`config.mk`:
```
export PLATFORM = sky130hd
export DESIGN_NAME = i2c_master_arbiter
export DESIGN_NICKNAME = d
export VERILOG_FILES = /design/src/rtl/i2c_master_arbiter.sv
export SDC_FILE = /design/constraint.sdc
export NUM_CORES = 1
export LEC_CHECK = 0
export BUFFER_PORTS_ARGS = -buffer_cell sky130_fd_sc_hd__buf_2
export CAP_MARGIN = 20
export CORE_MARGIN = 2
export CORE_UTILIZATION = 23
export CTS_CLUSTER_SIZE = 30
export DETAILED_ROUTE_END_ITERATION = 10
export PLACE_DENSITY = 0.44
export SETUP_SLACK_MARGIN = 0.02
export SYNTH_ARGS = -nofsm -noshare
export SYNTH_HDL_FRONTEND = slang
export SYNTH_SLANG_ARGS = --single-unit
```
`constraint.sdc`:
```
create_clock -name clk -period 2.55 [get_ports clk]
set_clock_uncertainty 0.15 [all_clocks]
set_input_delay 0 -clock clk [delete_from_list [all_inputs] [get_ports clk]]
set_output_delay 0 -clock clk [all_outputs]
set_load 0.01 [all_outputs]
```
`src/rtl/i2c_master_arbiter.sv`:
```
// i2c_master_arbiter: round-robin sharing of one byte-parallel i2c master among NREQ clients.
// Optional watchdog enabled with `define I2C_ARB_TIMEOUT_EN (adds err and m_rst behaviour).
module i2c_master_arbiter #(
    parameter int NREQ        = 4,
    parameter int BYTES_W     = 3,
    parameter int BYTES_R     = 2,
    parameter int TIMEOUT_CYC = 1048576
) (
    input  logic                      clk,
    input  logic                      rst,
    input  logic [NREQ-1:0]           req,
    input  logic [NREQ*BYTES_W*8-1:0] req_din,
    input  logic [NREQ*7-1:0]         req_ain,
    input  logic [NREQ-1:0]           req_rnw,
    input  logic [NREQ-1:0]           req_ptr_set,
    output logic [NREQ-1:0]           gnt,
    output logic [NREQ-1:0]           done,
    output logic                      err,
    output logic [BYTES_R*8-1:0]      rdata,
    output logic [BYTES_W*8-1:0]      m_din,
    output logic [6:0]                m_ain,
    output logic                      m_rnw,
    output logic                      m_ptr_set,
    output logic                      m_vin,
    input  logic                      m_busy,
    input  logic [BYTES_R*8-1:0]      m_dout,
    input  logic                      m_vout,
    output logic                      m_rst
);
    localparam int PW = (NREQ > 1) ? $clog2(NREQ) : 1;
    localparam int DW = BYTES_W * 8;

    typedef enum logic [2:0] {IDLE, ISSUE, WAIT_BUSY, RUN, MRST, DONE} state_t;

    state_t        state;
    logic [PW-1:0] rr_ptr;
    logic [PW-1:0] pick;
    logic          tmo;
    logic          mrst_end;

    // nearest requester after rr_ptr wins; scanning downward lets the closest one overwrite
    always_comb begin
        pick = rr_ptr;
        for (int i = NREQ; i >= 1; i--)
            if (req[(int'(rr_ptr) + i) % NREQ]) pick = PW'((int'(rr_ptr) + i) % NREQ);
    end

`ifdef I2C_ARB_TIMEOUT_EN
    localparam int CW = $clog2(TIMEOUT_CYC) + 1;
    logic [CW-1:0] cnt;
    assign tmo      = (state == WAIT_BUSY || state == RUN) && cnt == CW'(TIMEOUT_CYC - 1);
    assign mrst_end = cnt[0];
    // watchdog: count while the master owns the bus, then hold m_rst for two cycles and flag err
    always_ff @(posedge clk) begin
        if (rst) begin
            cnt   <= '0;
            m_rst <= 1'b0;
            err   <= 1'b0;
        end else begin
            cnt <= (state == ISSUE || tmo) ? '0 : cnt + 1'b1;
            if (tmo) m_rst <= 1'b1;
            if (state == MRST && mrst_end) begin
                m_rst <= 1'b0;
                err   <= 1'b1;
            end
            if (state == DONE) err <= 1'b0;
        end
    end
`else
    assign tmo      = 1'b0;
    assign mrst_end = 1'b0;
    assign err      = 1'b0;
    assign m_rst    = 1'b0;
`endif

    // transaction sequencer: grant, issue pulse, follow busy, capture read data, signal done
    always_ff @(posedge clk) begin
        if (rst) begin
            state     <= IDLE;
            rr_ptr    <= PW'(NREQ - 1);
            gnt       <= '0;
            done      <= '0;
            rdata     <= '0;
            m_din     <= '0;
            m_ain     <= '0;
            m_rnw     <= 1'b0;
            m_ptr_set <= 1'b0;
            m_vin     <= 1'b0;
        end else begin
            case (state)
                IDLE: if (|req) begin
                    state     <= ISSUE;
                    gnt       <= NREQ'(1) << pick;
                    rr_ptr    <= pick;
                    m_vin     <= 1'b1;
                    m_din     <= req_din[int'(pick) * DW +: DW];
                    m_ain     <= req_ain[int'(pick) * 7 +: 7];
                    m_rnw     <= req_rnw[pick];
                    m_ptr_set <= req_ptr_set[pick];
                end
                ISSUE: begin
                    m_vin <= 1'b0;
                    state <= WAIT_BUSY;
                end
                WAIT_BUSY: state <= tmo ? MRST : m_busy ? RUN : WAIT_BUSY;
                RUN: if (tmo) state <= MRST;
                else begin
                    if (m_vout) rdata <= m_dout;
                    if (!m_busy) begin
                        state <= DONE;
                        done  <= gnt;
                    end
                end
                MRST: if (mrst_end) begin
                    state <= DONE;
                    done  <= gnt;
                end
                default: begin
                    state <= IDLE;
                    done  <= '0;
                    gnt   <= '0;
                end
            endcase
        end
    end
endmodule

```
After elaboration in Yosys (flattened, before gate mapping) --
Cells that the tools add are included.
Word-level totals: flip-flop bits (word level) 63, output and inout bits 60, input bits 156, logic and storage cells 82
Cells by class: mux-type cells 30, bitwise gates (word level) 7, magnitude comparators 5, shift operators 3, add/subtract/negate cells 4, reductions and logical operators 15, multipliers 2, eq/ne operators 6
Operators with widths (count):
- 96-bit by 8-bit indexed part select with 24-bit output | 1
- 28-bit by 6-bit indexed part select with 7-bit output | 1
- 3-bit by 4-bit < comparator with 1-bit output (second input constant) | 4
- 4-bit case mux with 2 select lines | 2
- 3-bit case mux with 5 select lines | 1
- 1-bit binary-select mux with 2-bit select | 6
- 1-bit 2-to-1 mux | 12
- 4-bit OR reduction | 3
- 2-bit AND reduction | 5
- 2-bit 2-to-1 mux | 4
- 4-bit 2-to-1 mux | 2
- 2-bit OR reduction | 4
- 3-bit by 2-bit equality test with 1-bit output (second input constant) | 2
- 3-bit 2-to-1 mux | 2
- 2-bit by 3-bit multiplier with 5-bit output (second input constant) | 1
- 2-bit by 1-bit adder with 2-bit output (second input constant) | 2
- 2-bit adder (second input constant) | 2
- 1-bit AND (first input constant) | 4
- 2-bit by 2-bit multiplier with 4-bit output (second input constant) | 1
- 2-bit inequality test (second input constant) | 2
- 1-bit by 2-bit left shift with 4-bit output (first input constant) | 1
- 3-bit by 1-bit equality test with 1-bit output (second input constant) | 1
- 3-bit equality test (second input constant) | 1
- 3-bit zero test | 1
- other kinds (5) | 7

Depth between registers and ports, before layout --
Gate-level depths: netlist of the first run.
depth after elaboration 13, depth in mapped cells 9, mapped depth without buffers 5

Worst setup path before layout of the first run --
Ideal clock, no wire load.
path kind register -> register, from reg rr_ptr[1], to reg m_din[10], arrival 1.617 ns, stages on the path, launching flop included 9, required time 2.273 ns, clock period less this slack 1.894 ns, path buffers 4, setup slack 0.656 ns, setup time 0.127 ns, path through dfxtp_1 > or3b_1 > buf_2 > and3_1 > buf_2 > buf_6 > buf_6 > a21oi_1 > a211oi_2
Between the ends: longest elaborated chain between the ends 10, elaborated cells between the ends (all ways) 22, those cells by class 4 x add/sub; 1 x mul; 1 x shift; 16 x mux
RTL lines:
- from (decl) | line 36 | logic [PW-1:0] rr_ptr;
- from (signal assigned) | line 80 | rr_ptr <= PW'(NREQ - 1);
- from (signal assigned) | line 94 | rr_ptr <= pick;
- 2-bit by 1-bit adder with 2-bit output | line 45 | if (req[(int'(rr_ptr) + i) % NREQ]) pick = PW'((int'(rr_ptr) + i) % NREQ);
- 1-bit binary-select mux with 2-bit select | line 45
- 1-bit 2-to-1 mux (implied by the code) (2 in a row) | line 45
- 2-bit 2-to-1 mux (3 in a row) | line 45
- 2-bit 2-to-1 mux (*) | line 45
- 2-bit by 2-bit multiplier with 4-bit output (*) | line 96 | m_din <= req_din[int'(pick) * DW +: DW];
- 96-bit by 8-bit indexed part select with 24-bit output (*) | line 96
- to (signal assigned) | line 96
- to (decl) | line 20 | output logic [BYTES_W*8-1:0] m_din,
Mark *: on every way between the ends. The rest lies on a longest branch, timed or not. The select of a mux whose other input is x is not followed. A chain may end at the register's enable or synchronous reset.

Worst setup path in the final report of the first run --
from reg state[0], to reg m_ain[6]
Between the ends: longest elaborated chain between the ends 2
RTL lines:
- from (decl) | line 35 | state_t state;
- from (signal assigned) | line 105 | WAIT_BUSY: state <= tmo ? MRST : m_busy ? RUN : WAIT_BUSY;
- 3-bit zero test | line 90 | case (state)
- 2-bit AND reduction (no source line)
- to (signal assigned) | line 97 | m_ain <= req_ain[int'(pick) * 7 +: 7];
- to (decl) | line 21 | output logic [6:0] m_ain,
Every way passes these cells.

==> impl_metrics.py, run 1 <==
metrics = {
    "yosys": {
        "synth_top_cell_by_area": "dfxtp_1",
        "synth_top_area_share_pct": 34.6,
        "synth-seq-area-share_pct": 34.6,
        "synth_warnings": 0,
        "ys_ff_latch": 63,
        "synth_area_per_cell_um2": 8.00,
        "synthTopCellsByArea": "dfxtp_1 35%, a211oi_2 9.6%, a211oi_1 8.2%",
        "synth_area_um2": 3650,
        "ys_types": 38,
        "syn_inst": 456,
    },
    "global_routing": {
        "grt_max_degree": 51,
        "grt_util_all_layers_pct": 17.9,
        "grt_antenna_before_repair": 0,
        "grt_pass1_wl_um": 23700,
        "grt-ovfl-total": 0,
        "grt_pass1_vias": 4928,
    },
    "routing": {
        "totalWireLength_um": 15300,
        "firstDrtPassIters": 4,
        "vias": 4761,
        "avgRoutedWirePerCell_um": 15.1,
        "drt-initial-drc-count": 137,
        "remaining_drc_errors": 0,
        "ant_nets": 0,
        "viasPerCell": 4.70,
    },
    "power": {
        "pwr-share-clk_pct": 32.4,
        "seq_power_share_pct": 29.4,
        "power_mw": 4.28,
        "power.switching_mw": 1.51,
        "internal_power_mw": 2.77,
        "swShare_pct": 35.3,
        "powerDensity_nw_per_um2": 648,
        "ir_drop_uv": 299,
        "leakagePower_nw": 3.01,
        "combPwrFrac_pct": 38.3,
    },
    "die": {
        "die_w_um": 130,
        "die_area_um2": 16900,
        "ios": 216,
        "start_util_pct": 23.2,
        "die_h_um": 130,
        "core_um2": 15700,
        "row_count": 46,
    },
    "timing": {
        "period_share_pct": 85.7,
        "setup_viol": 0,
        "rsz0062_at_grt": "false",
        "period_needed_ps": 2190,
        "max_freq_mhz": 458,
        "finalMaxSlewViolations": 0,
        "relSlewSlack_pct": 38.2,
        "layout_setup_ws_ps": 364,
        "setup_tns_ps": 0,
        "hold_viol": 0,
        "worstMarginPinSlew_ps": 928,
    },
    "cts": {
        "cts.sinks": 63,
        "numCtsBuffers": 9,
        "h-tree-depth": 3,
        "cts_buffer_depth": 2,
        "clk_pin_slew_ps": 60,
        "clk_latency_ps": 330,
        "cts-root-buf": "clkbuf_16",
        "post-cts-setup-buffers": 0,
        "cts_tree": "done",
    },
    "final_layout": {
        "area_growth_pct": 81.4,
        "nNetsFinal": 947,
        "drive_gt1_share_pct": 35.2,
        "n_antenna_cell": 0,
    },
    "critical_path": {
        "r2r_start": "state[0]$_SDFFE_PP0P_",
        "r2r_setup_slack_ps": 360,
        "worstSetupPathType": "flip-flop to flip-flop",
        "end_kind": "flip-flop",
        "cp_max_fo": 24,
        "reg2reg_to": "m_ain[6]$_SDFFE_PP0P_",
        "ff2ff_path_depth": 6,
        "arrival_ps": 2250,
        "critical_path_required_ps": 2610,
        "cp-start-kind": "flip-flop",
    },
    "placed_design": {
        "hpwl_um": 9850,
        "globalplace.congestion": 0.787,
        "pre_cts_slack_ps": 268,
        "port_buffers": 213,
    },
    "job": {
        "drv_cap": 0,
    },
    "hold_path": {
        "worstHoldPathCells": 5,
        "min_from": "req_din[24]",
        "worst_hold_path_type": "primary input to flip-flop",
        "min_to": "m_din[0]$_SDFFE_PP0P_",
    },
    "status": {
        "outcome": "completed",
    },
}
==> worst max-delay path, cell delays in order (launching register included) <==
cell and delay (ps):
dfxtp_1 340, nor2_2 230, and3b_2 480, o21ai_4 230
buf_16 230, a211oi_1 330, a211oi_2 70
==> final cells by class <==
class                      count  area [um^2]
timing repair buffer         370         2630
multi-input combinational    312         1990
tap                          216          270
fill                        1602         9090
inverter                      35          131
sequential                    63         1260
clock inverter                 6         92.6
clock buffer                  10          239
==> routing by layer <==
metal | wire (um) | global-route usage [%] | up-vias | part of all wire, %
met5 | 0 | 0 | - | 0
met3 | 1010 | 4.22 | 32 | 6.6
met1 | 6430 | 20.5 | 2218 | 42
li1 | - | - | 2295 | -
met2 | 7450 | 32.0 | 216 | 49
met4 | 361 | 7.46 | 0 | 2.4
==> sequential cells by signal, summed over array words and instances (netlist names) <==
name,cells
gnt,4
m_ptr_set,1
state,3
m_din,24
rdata,16
rr_ptr,2
done,4
m_vin,1
m_ain,7
m_rnw,1
==> cell families (layout without fill, tap and decap cells) <==
group           count (synthesis)  after routing  synth area share (%)
other cells                     1              2                 0.103
compound gates                201            201                  40.8
buf+inv                        82            421                  11.0
simple gates                  106            106                  12.7
flops                          63             63                  34.6
mux                             3              3                 0.823
==> how the worst max path moves through the flow <==
stage,start,end,slack [ps]
3_3_place_gp,rr_ptr[1]$_SDFFE_PP1P_,m_din[4]$_SDFFE_PP0P_,350
3_5_place_dp,rr_ptr[1]$_SDFFE_PP1P_,m_ain[4]$_SDFFE_PP0P_,270
6_report,state[0]$_SDFFE_PP0P_,m_ain[6]$_SDFFE_PP0P_,360
4_1_cts,rr_ptr[1]$_SDFFE_PP1P_,m_ain[6]$_SDFFE_PP0P_,250
5_1_grt,state[0]$_SDFFE_PP0P_,m_ain[6]$_SDFFE_PP0P_,200
2_1_floorplan,rr_ptr[1]$_SDFFE_PP1P_,m_din[10]$_SDFFE_PP0P_,660
==> cells in the final DEF, fill, tap and decap left out, drive strengths merged <==
| cell | instances |
|---|---|
| o21ai | 4 |
| clkinvlp | 2 |
| buf | 228 |
| and2 | 4 |
| nand2b | 3 |
| nand3b | 1 |
| clkinv | 1 |
| bufinv | 2 |
| o21bai | 33 |
| dlygate4sd3 | 142 |
| or3 | 1 |
| a21o | 2 |
| and3b | 1 |
| a211oi | 68 |
| a2bb2oi | 3 |
| inv | 36 |
| nor2 | 14 |
| nor2b | 1 |
| conb | 2 |
| o2bb2a | 1 |
| a21boi | 1 |
| or4 | 1 |
| nand2 | 73 |
| nor4 | 1 |
| a31o | 1 |
| clkbuf | 10 |
| nor4b | 1 |
| nand3 | 1 |
| nor3 | 2 |
| and3 | 1 |
| dfxtp | 63 |
| a31oi | 34 |
| mux2i | 3 |
| a211o | 1 |
| or3b | 1 |
| a21oi | 53 |
==> synth_stat cells (all sizes together) <==
cell type / number
o21ai: 4
a2bb2oi: 3
nor4: 1
a21oi: 53
o2bb2a: 1
a31o: 1
a211oi: 68
nand2b: 3
or4: 1
dfxtp: 63
and3: 1
nor4b: 1
buf: 21
or3b: 1
inv: 35
clkbuf: 26
a21o: 2
nand3: 1
and3b: 1
a31oi: 34
nor2b: 1
o21bai: 33
and2: 4
a21boi: 1
or3: 1
nor3: 2
mux2i: 3
nand2: 73
conb: 1
nor2: 14
a211o: 1
nand3b: 1
==> through the flow <==
stage | cells | hold WS [ps] | cell area (um^2) | util, %
finish | 1012 | 4.28 | 6620 | 42.1
global route | 1012 | 41.8 | 6620 | 42.1
CTS | 1011 | 1.27 | 6590 | 41.9
detailed placement | 853 | 99.7 | 4840 | 30.8
global placement | 853 | 93.1 | 4840 | 30.8
floorplan | 457 | -14.0 | 3650 | -
==> power groups by stage <==
stage	Sequential, mW	Combinational [mW]	Clock [mW]
after floorplan	1.34	0.901	0
after global placement	1.28	1.43	0
after detailed placement	1.28	1.45	0
after CTS	1.26	1.62	1.42
after global routing	1.28	1.80	1.47
final	1.26	1.64	1.39
==> repair_timing <==
item	in CTS	in global routing
hold endpoints to repair	52	0
resized for setup	0	0
hold buffers	142	0
No activity file was read; power rests on OpenSTA's default activity.
==> inputs of run 2 (changes only) <==
--- a/config.mk
+++ b/config.mk
@@ -11,7 +11,7 @@
 export CORE_UTILIZATION = 23
 export CTS_CLUSTER_SIZE = 30
 export DETAILED_ROUTE_END_ITERATION = 10
-export PLACE_DENSITY = 0.44
+export PLACE_DENSITY = 0.45
 export SETUP_SLACK_MARGIN = 0.02
 export SYNTH_ARGS = -nofsm -noshare
 export SYNTH_HDL_FRONTEND = slang
==> constraint.sdc (replaced) <==
create_clock -name clk -period 2 [get_ports clk]
set_clock_uncertainty 0.15 [all_clocks]
set_input_delay 0 -clock clk [delete_from_list [all_inputs] [get_ports clk]]
set_output_delay 0 -clock clk [all_outputs]
set_load 0.01 [all_outputs]
==> run 2 against run 1 <==
Against the previous run: combinational power grew 31%; first-iteration DRC count grew 53%; via count grew 0.32%; power grew 29%; fmax grew 15%; global-route usage shrank 0.060 points; die area is the same; wire length grew 1.2%; register-to-register slack lost 260 ps; sequential cell count is the same; highest routed layer unchanged.
==> impl_metrics.py, run 2 (synthesis results as in run 1) <==
metrics = {
    "final_layout": {
        "largest_register_ffs": 24,
        "area_growth_pct": 84.7,
        "n_antenna_cell": 0,
        "fin_util_pct": 42.9,
        "largest_registers": "m_din: 24 flops, rdata: 16 flops, m_ain: 7 flops",
        "nNetsFinal": 957,
        "final_common_cell": "buf_2",
        "final_cell_mix": "213 x buf_2, 145 x dlygate4sd3_1, 72 x nand2_1",
        "drive_gt1_share_pct": 36.1,
        "largest_register": "m_din",
    },
    "cts": {
        "cts_tree": "done",
        "clk_latency_ps": 330,
        "cts.sinks": 63,
        "numCtsBuffers": 9,
        "cts-root-buf": "clkbuf_16",
        "cts_buffer_depth": 2,
        "h-tree-depth": 3,
        "post-cts-setup-buffers": 0,
        "clk_pin_slew_ps": 60,
    },
    "critical_path": {
        "r2r_setup_slack_ps": 110,
        "worstSetupPathType": "flip-flop to flip-flop",
        "cp-start-kind": "flip-flop",
        "cp_num_buf_inv": 1,
        "cp_max_fo": 36,
        "arrival_ps": 1950,
        "slowest_stage": "or3b_1",
        "end_kind": "flip-flop",
        "critical_path_required_ps": 2060,
        "slowest_delay_ps": 450,
        "path_cells": "or3b_1 > and3_2 > buf_12 > a211oi_1 > a211oi_2",
        "critPathTopFamily": "simple AND/OR/NAND/NOR gates",
    },
    "global_routing": {
        "grt_max_degree": 43,
        "grt_pass1_wl_um": 23700,
        "grt_antenna_before_repair": 0,
        "grt-ovfl-total": 0,
        "grt_util_all_layers_pct": 17.9,
        "grt_pass1_vias": 4912,
    },
    "die": {
        "die_h_um": 130,
        "start_util_pct": 23.2,
        "die_area_um2": 16900,
        "ios": 216,
        "die_w_um": 130,
        "row_count": 46,
        "core_um2": 15700,
    },
    "placed_design": {
        "hpwl_um": 9900,
        "globalplace.congestion": 0.814,
        "pre_cts_slack_ps": 72.6,
        "port_buffers": 213,
    },
    "power": {
        "swShare_pct": 34.4,
        "ir_drop_uv": 404,
        "seq_power_share_pct": 29.3,
        "powerDensity_nw_per_um2": 819,
        "leakagePower_nw": 3.07,
        "combPwrFrac_pct": 38.9,
        "internal_power_mw": 3.62,
        "power.switching_mw": 1.90,
        "pwr-share-clk_pct": 31.8,
    },
    "timing": {
        "setup_viol": 0,
        "rsz0062_at_grt": "true",
        "setup_tns_ps": 0,
        "period_share_pct": 94.7,
        "hold_viol": 0,
        "finalMaxSlewViolations": 0,
        "max_freq_mhz": 528,
        "relSlewSlack_pct": 44.5,
        "worstMarginPinSlew_ps": 832,
        "period_needed_ps": 1890,
        "layout_setup_ws_ps": 106,
    },
    "routing": {
        "viasPerCell": 4.67,
        "route.met2.wl_um": 7710,
        "remaining_drc_errors": 0,
        "ant_nets": 0,
        "routed.top_layer": "met4",
        "drt-initial-drc-count": 210,
        "firstDrtPassIters": 5,
        "route.layer.met1.wl_um": 6530,
        "avgRoutedWirePerCell_um": 15.1,
        "wl_met3_um": 859,
        "vias": 4776,
        "totalWireLength_um": 15400,
    },
    "status": {
        "outcome": "completed",
    },
    "job": {
        "drv_cap": 0,
    },
    "hold_path": {
        "worst_hold_path_type": "primary input to flip-flop",
    },
}
==> run 2: cell count changes in the layout (fill, tap and decap cells not counted), moves of 2 or more <==
cell           previous run  this run
buf_4                    13        18
buf_12                    1         4
dlygate4sd3_1           142       145
a211oi_1                 40        38
a211oi_2                 28        30
==> run 2: power by group through the flow <==
stage / clock (mW) / combinational [mW] / sequential, mW
after detailed placement: 0 / 1.92 / 1.63
after floorplan: 0 / 1.15 / 1.71
after CTS: 1.83 / 2.14 / 1.61
final: 1.75 / 2.15 / 1.62
after global routing: 1.87 / 2.33 / 1.64
after global placement: 0 / 1.91 / 1.63
==> run 2: path summary, 6_finish.rpt <==
| kind | depth (start not counted) | to | startpoint |
|---|---|---|---|
| hold reg to reg | 2 | rdata[0]$_SDFFE_PP0P_ | rdata[0]$_SDFFE_PP0P_ |
| setup reg to reg | 5 | m_din[8]$_SDFFE_PP0P_ | rr_ptr[1]$_SDFFE_PP1P_ |
| hold / removal | 5 | m_din[1]$_SDFFE_PP0P_ | req_din[25] |
| setup / recovery | 5 | m_din[8]$_SDFFE_PP0P_ | rr_ptr[1]$_SDFFE_PP1P_ |
==> run 2: worst min-delay path, delay by kind of cell <==
family | cells | cell delay [ps]
compound gates | 3 | 310
buf+inv | 2 | 140
==> run 2: per-stage QoR <==
step	cell area, um^2	instances	power, mW	hold WS [ps]
final	6740	1022	5.52	18.3
after global routing	6740	1022	5.84	51.6
after CTS	6720	1022	5.57	4.01
after detailed placement	4930	861	3.55	97.9
after global placement	4930	861	3.54	89.7
after floorplan	3650	457	2.86	-14.0
==> run 2: layout make-up <==
type,instances,area [um^2]
Timing Repair Buffer,380,2730
Multi-Input combinational cell,312,2010
Inverter,35,131
Clock inverter,5,80.1
Sequential cell,63,1260
Fill cell,1542,8970
Clock buffer,11,253
Tap cell,216,270
==> run 2: timing repair <==
action	CTS	global route
hold endpoints to repair	52	0
resized for setup	0	5
hold buffers	145	0
setup endpoints to repair	0	21
==> run 2: metal layers <==
metal  up-vias  track usage (%)
met5         -                0
met4         0             8.29
met3        35             3.81
met2       199             32.5
met1      2222             19.9
li1       2320                -
==> inputs of run 3 (changes only) <==
--- a/config.mk
+++ b/config.mk
@@ -5,6 +5,7 @@
 export SDC_FILE = /design/constraint.sdc
 export NUM_CORES = 1
 export LEC_CHECK = 0
+export ABC_AREA = 1
 export BUFFER_PORTS_ARGS = -buffer_cell sky130_fd_sc_hd__buf_2
 export CAP_MARGIN = 20
 export CORE_MARGIN = 2
==> run 3 against run 2 <==
Against the previous run: wire length rose by 16%; die area grew 4.4%; synthesized cell count grew 38%; register-to-register slack got worse by 70 ps.
==> impl_metrics.py, run 3 <==
metrics = {
    "routing": {
        "vias": 5501,
        "viasPerCell": 4.52,
        "route.layer.met1.wl_um": 7820,
        "route.met2.wl_um": 8570,
        "drt-initial-drc-count": 227,
        "totalWireLength_um": 17900,
        "ant_nets": 0,
        "remaining_drc_errors": 0,
        "avgRoutedWirePerCell_um": 14.7,
        "routed.top_layer": "met4",
        "firstDrtPassIters": 4,
        "wl_met3_um": 1040,
    },
    "timing": {
        "hold_viol": 0,
        "max_freq_mhz": 509,
        "worstMarginPinSlew_ps": 579,
        "period_share_pct": 98.3,
        "rsz0062_at_grt": "true",
        "finalMaxSlewViolations": 0,
        "relSlewSlack_pct": 61.3,
        "setup_viol": 0,
        "period_needed_ps": 1970,
    },
    "die": {
        "start_util_pct": 23.2,
        "core_um2": 16400,
        "die_area_um2": 17600,
        "ios": 216,
        "row_count": 47,
        "die_w_um": 133,
        "die_h_um": 133,
    },
    "power": {
        "leakagePower_nw": 3.65,
        "ir_drop_uv": 676,
        "internal_power_mw": 6.10,
        "power.switching_mw": 5.34,
        "swShare_pct": 46.7,
        "powerDensity_nw_per_um2": 1530,
        "combPwrFrac_pct": 69.0,
        "pwr-share-clk_pct": 14.8,
        "seq_power_share_pct": 16.2,
    },
    "cts": {
        "cts.sinks": 63,
        "h-tree-depth": 3,
        "cts-root-buf": "clkbuf_16",
        "clk_pin_slew_ps": 50,
        "cts_tree": "done",
        "clk_latency_ps": 330,
        "cts_buffer_depth": 2,
        "numCtsBuffers": 9,
    },
    "placed_design": {
        "hpwl_um": 10500,
        "globalplace.congestion": 0.798,
        "port_buffers": 213,
        "dpl.cell_count": 1032,
    },
    "critical_path": {
        "slowest_delay_ps": 370,
        "worstSetupPathType": "flip-flop to flip-flop",
        "arrival_ps": 2040,
        "path_cells": "buf_6 > nand2_2 > nand2_2 > nand2_2 > nand2_2 > nand2_4 > nand3_4 > buf_4 > buf_12 > nand4_1 > nand3_1 > nor2_1 > nor2_1",
        "critical_path_required_ps": 2080,
        "end_kind": "flip-flop",
        "cp_common_cell": "nand2_2",
        "cp_max_fo": 15,
        "cp-start-kind": "flip-flop",
        "slowest_stage": "dfxtp_4",
    },
    "yosys": {
        "ys_types": 26,
        "synth_warnings": 0,
        "ys_ff_latch": 63,
        "ys_top_cells_by_count": "137 x nor2_1, 123 x nand2_1, 92 x nand3_1",
        "synth_top_cell_by_area": "dfxtp_1",
        "synthTopCellsByArea": "dfxtp_1 33%, nor2_1 13%, nand2_1 12%",
        "synth-main-ff-cell": "dfxtp_1",
        "synth_area_per_cell_um2": 6.08,
        "yosysMostFrequentCell": "nor2_1",
        "synth_edf_count": 0,
        "synth_area_um2": 3810,
        "synth_top_area_share_pct": 33.1,
        "synth-seq-area-share_pct": 33.1,
        "syn_inst": 627,
        "async_flop_share_pct": 0,
    },
    "final_layout": {
        "largest_register_ffs": 24,
        "largest_register": "m_din",
        "area_growth_pct": 95.6,
        "fillCellCount": 1639,
        "stdcell_count": 1216,
        "fin_util_pct": 45.5,
        "final_common_cell": "buf_2",
        "drive_gt1_share_pct": 32.5,
        "n_antenna_cell": 0,
        "largest_registers": "m_din: 24 flops, rdata: 16 flops, m_ain: 7 flops",
        "nNetsFinal": 1148,
        "final_cell_mix": "213 x buf_2, 150 x dlygate4sd3_1, 123 x nor2_1",
    },
    "global_routing": {
        "grt_antenna_before_repair": 0,
        "grt-ovfl-total": 0,
        "grt_pass1_vias": 5277,
        "grt_pass1_wl_um": 25900,
        "grt_max_degree": 53,
        "grt_util_all_layers_pct": 18.3,
    },
    "status": {
        "outcome": "completed",
    },
    "hold_path": {
        "worst_hold_path_type": "primary input to flip-flop",
    },
    "job": {
        "drv_cap": 0,
    },
}
run 3: cell types whose count changed after synthesis, sizes merged, moves of 32 or more:
| cell | delta |
|---|---|
| a211oi | -68 |
| a31oi | -34 |
| nand2 | +56 |
| nand3 | +92 |
| nand4 | +33 |
| nor2 | +124 |
| o21ai | +32 |
| o21bai | -32 |
run 3: layout make-up:
cell class                 instances  area [um^2]  area share, %
tap                              220          275           3.69
clock buffer                       9          225           3.02
sequential                        63         1270           17.0
clock inverter                     6         86.3           1.16
inverter                          50          195           2.62
multi-input combinational        468         2270           30.5
timing repair buffer             400         3140           42.0
run 3: logic make-up after synthesis:
group,count (synthesis),synth area share [%]
simple gates,394,45.1
buf+inv,98,12.1
compound gates,71,9.61
flops,63,33.1
other cells,1,0.0983
run 3: worst max-delay path: cells and delay by family (launching register included):
kind	cells	cell delay [ps]
flops	1	370
simple gates	10	850
buf+inv	3	480
run 3: routing by layer:
| metal | vias up | track usage [%] |
|---|---|---|
| met5 | - | 0 |
| met4 | 0 | 7.59 |
| met3 | 36 | 4.29 |
| met2 | 213 | 32.1 |
| met1 | 2484 | 21.4 |
| li1 | 2768 | - |
run 3: path summary, 6_finish.rpt:
check	slack, ps	to	startpoint	cells past startpoint
setup / recovery	30	m_din[10]$_SDFFE_PP0P_	rr_ptr[0]$_SDFFE_PP1P_	13
hold / removal	20	gnt[2]$_SDFFE_PP0P_	rst	3
setup reg to reg	30	m_din[10]$_SDFFE_PP0P_	rr_ptr[0]$_SDFFE_PP1P_	13
hold reg to reg	310	rdata[12]$_SDFFE_PP0P_	rdata[12]$_SDFFE_PP0P_	2
run 3: stage by stage:
| stage | total power [mW] | area (um^2) | hold slack, ps | worst slack, ps | setup TNS (ps) |
|---|---|---|---|---|---|
| CTS | 9.68 | 6950 | 13.0 | 53.1 | 0 |
| detailed placement | 7.73 | 5130 | 128 | -51.7 | -875 |
| finish | 11.4 | 7460 | 19.0 | 34.5 | 0 |
| global route | 12.3 | 7460 | 29.4 | -94.4 | -1650 |
| floorplan | 5.99 | 3820 | 17.6 | 187 | 0 |
| global placement | 7.74 | 5130 | 134 | -10.4 | -12.1 |
run 3: power groups by stage:
stage | Clock, mW | Combinational, mW | Sequential (mW)
4_1_cts | 1.73 | 6.10 | 1.85
5_1_grt | 1.79 | 8.64 | 1.90
6_report | 1.69 | 7.89 | 1.86
3_3_place_gp | 0 | 5.87 | 1.87
2_1_floorplan | 0 | 4.02 | 1.97
3_5_place_dp | 0 | 5.86 | 1.87
run 3: timing repair:
item | in CTS | in global routing
endpoints found under the setup margin | 33 | 33
gates cloned | 0 | 13
hold endpoints to repair | 52 | 0
resized for setup | 1 | 62
buffers inserted | 0 | 8
hold buffers | 150 | 0
pin swaps | 0 | 12
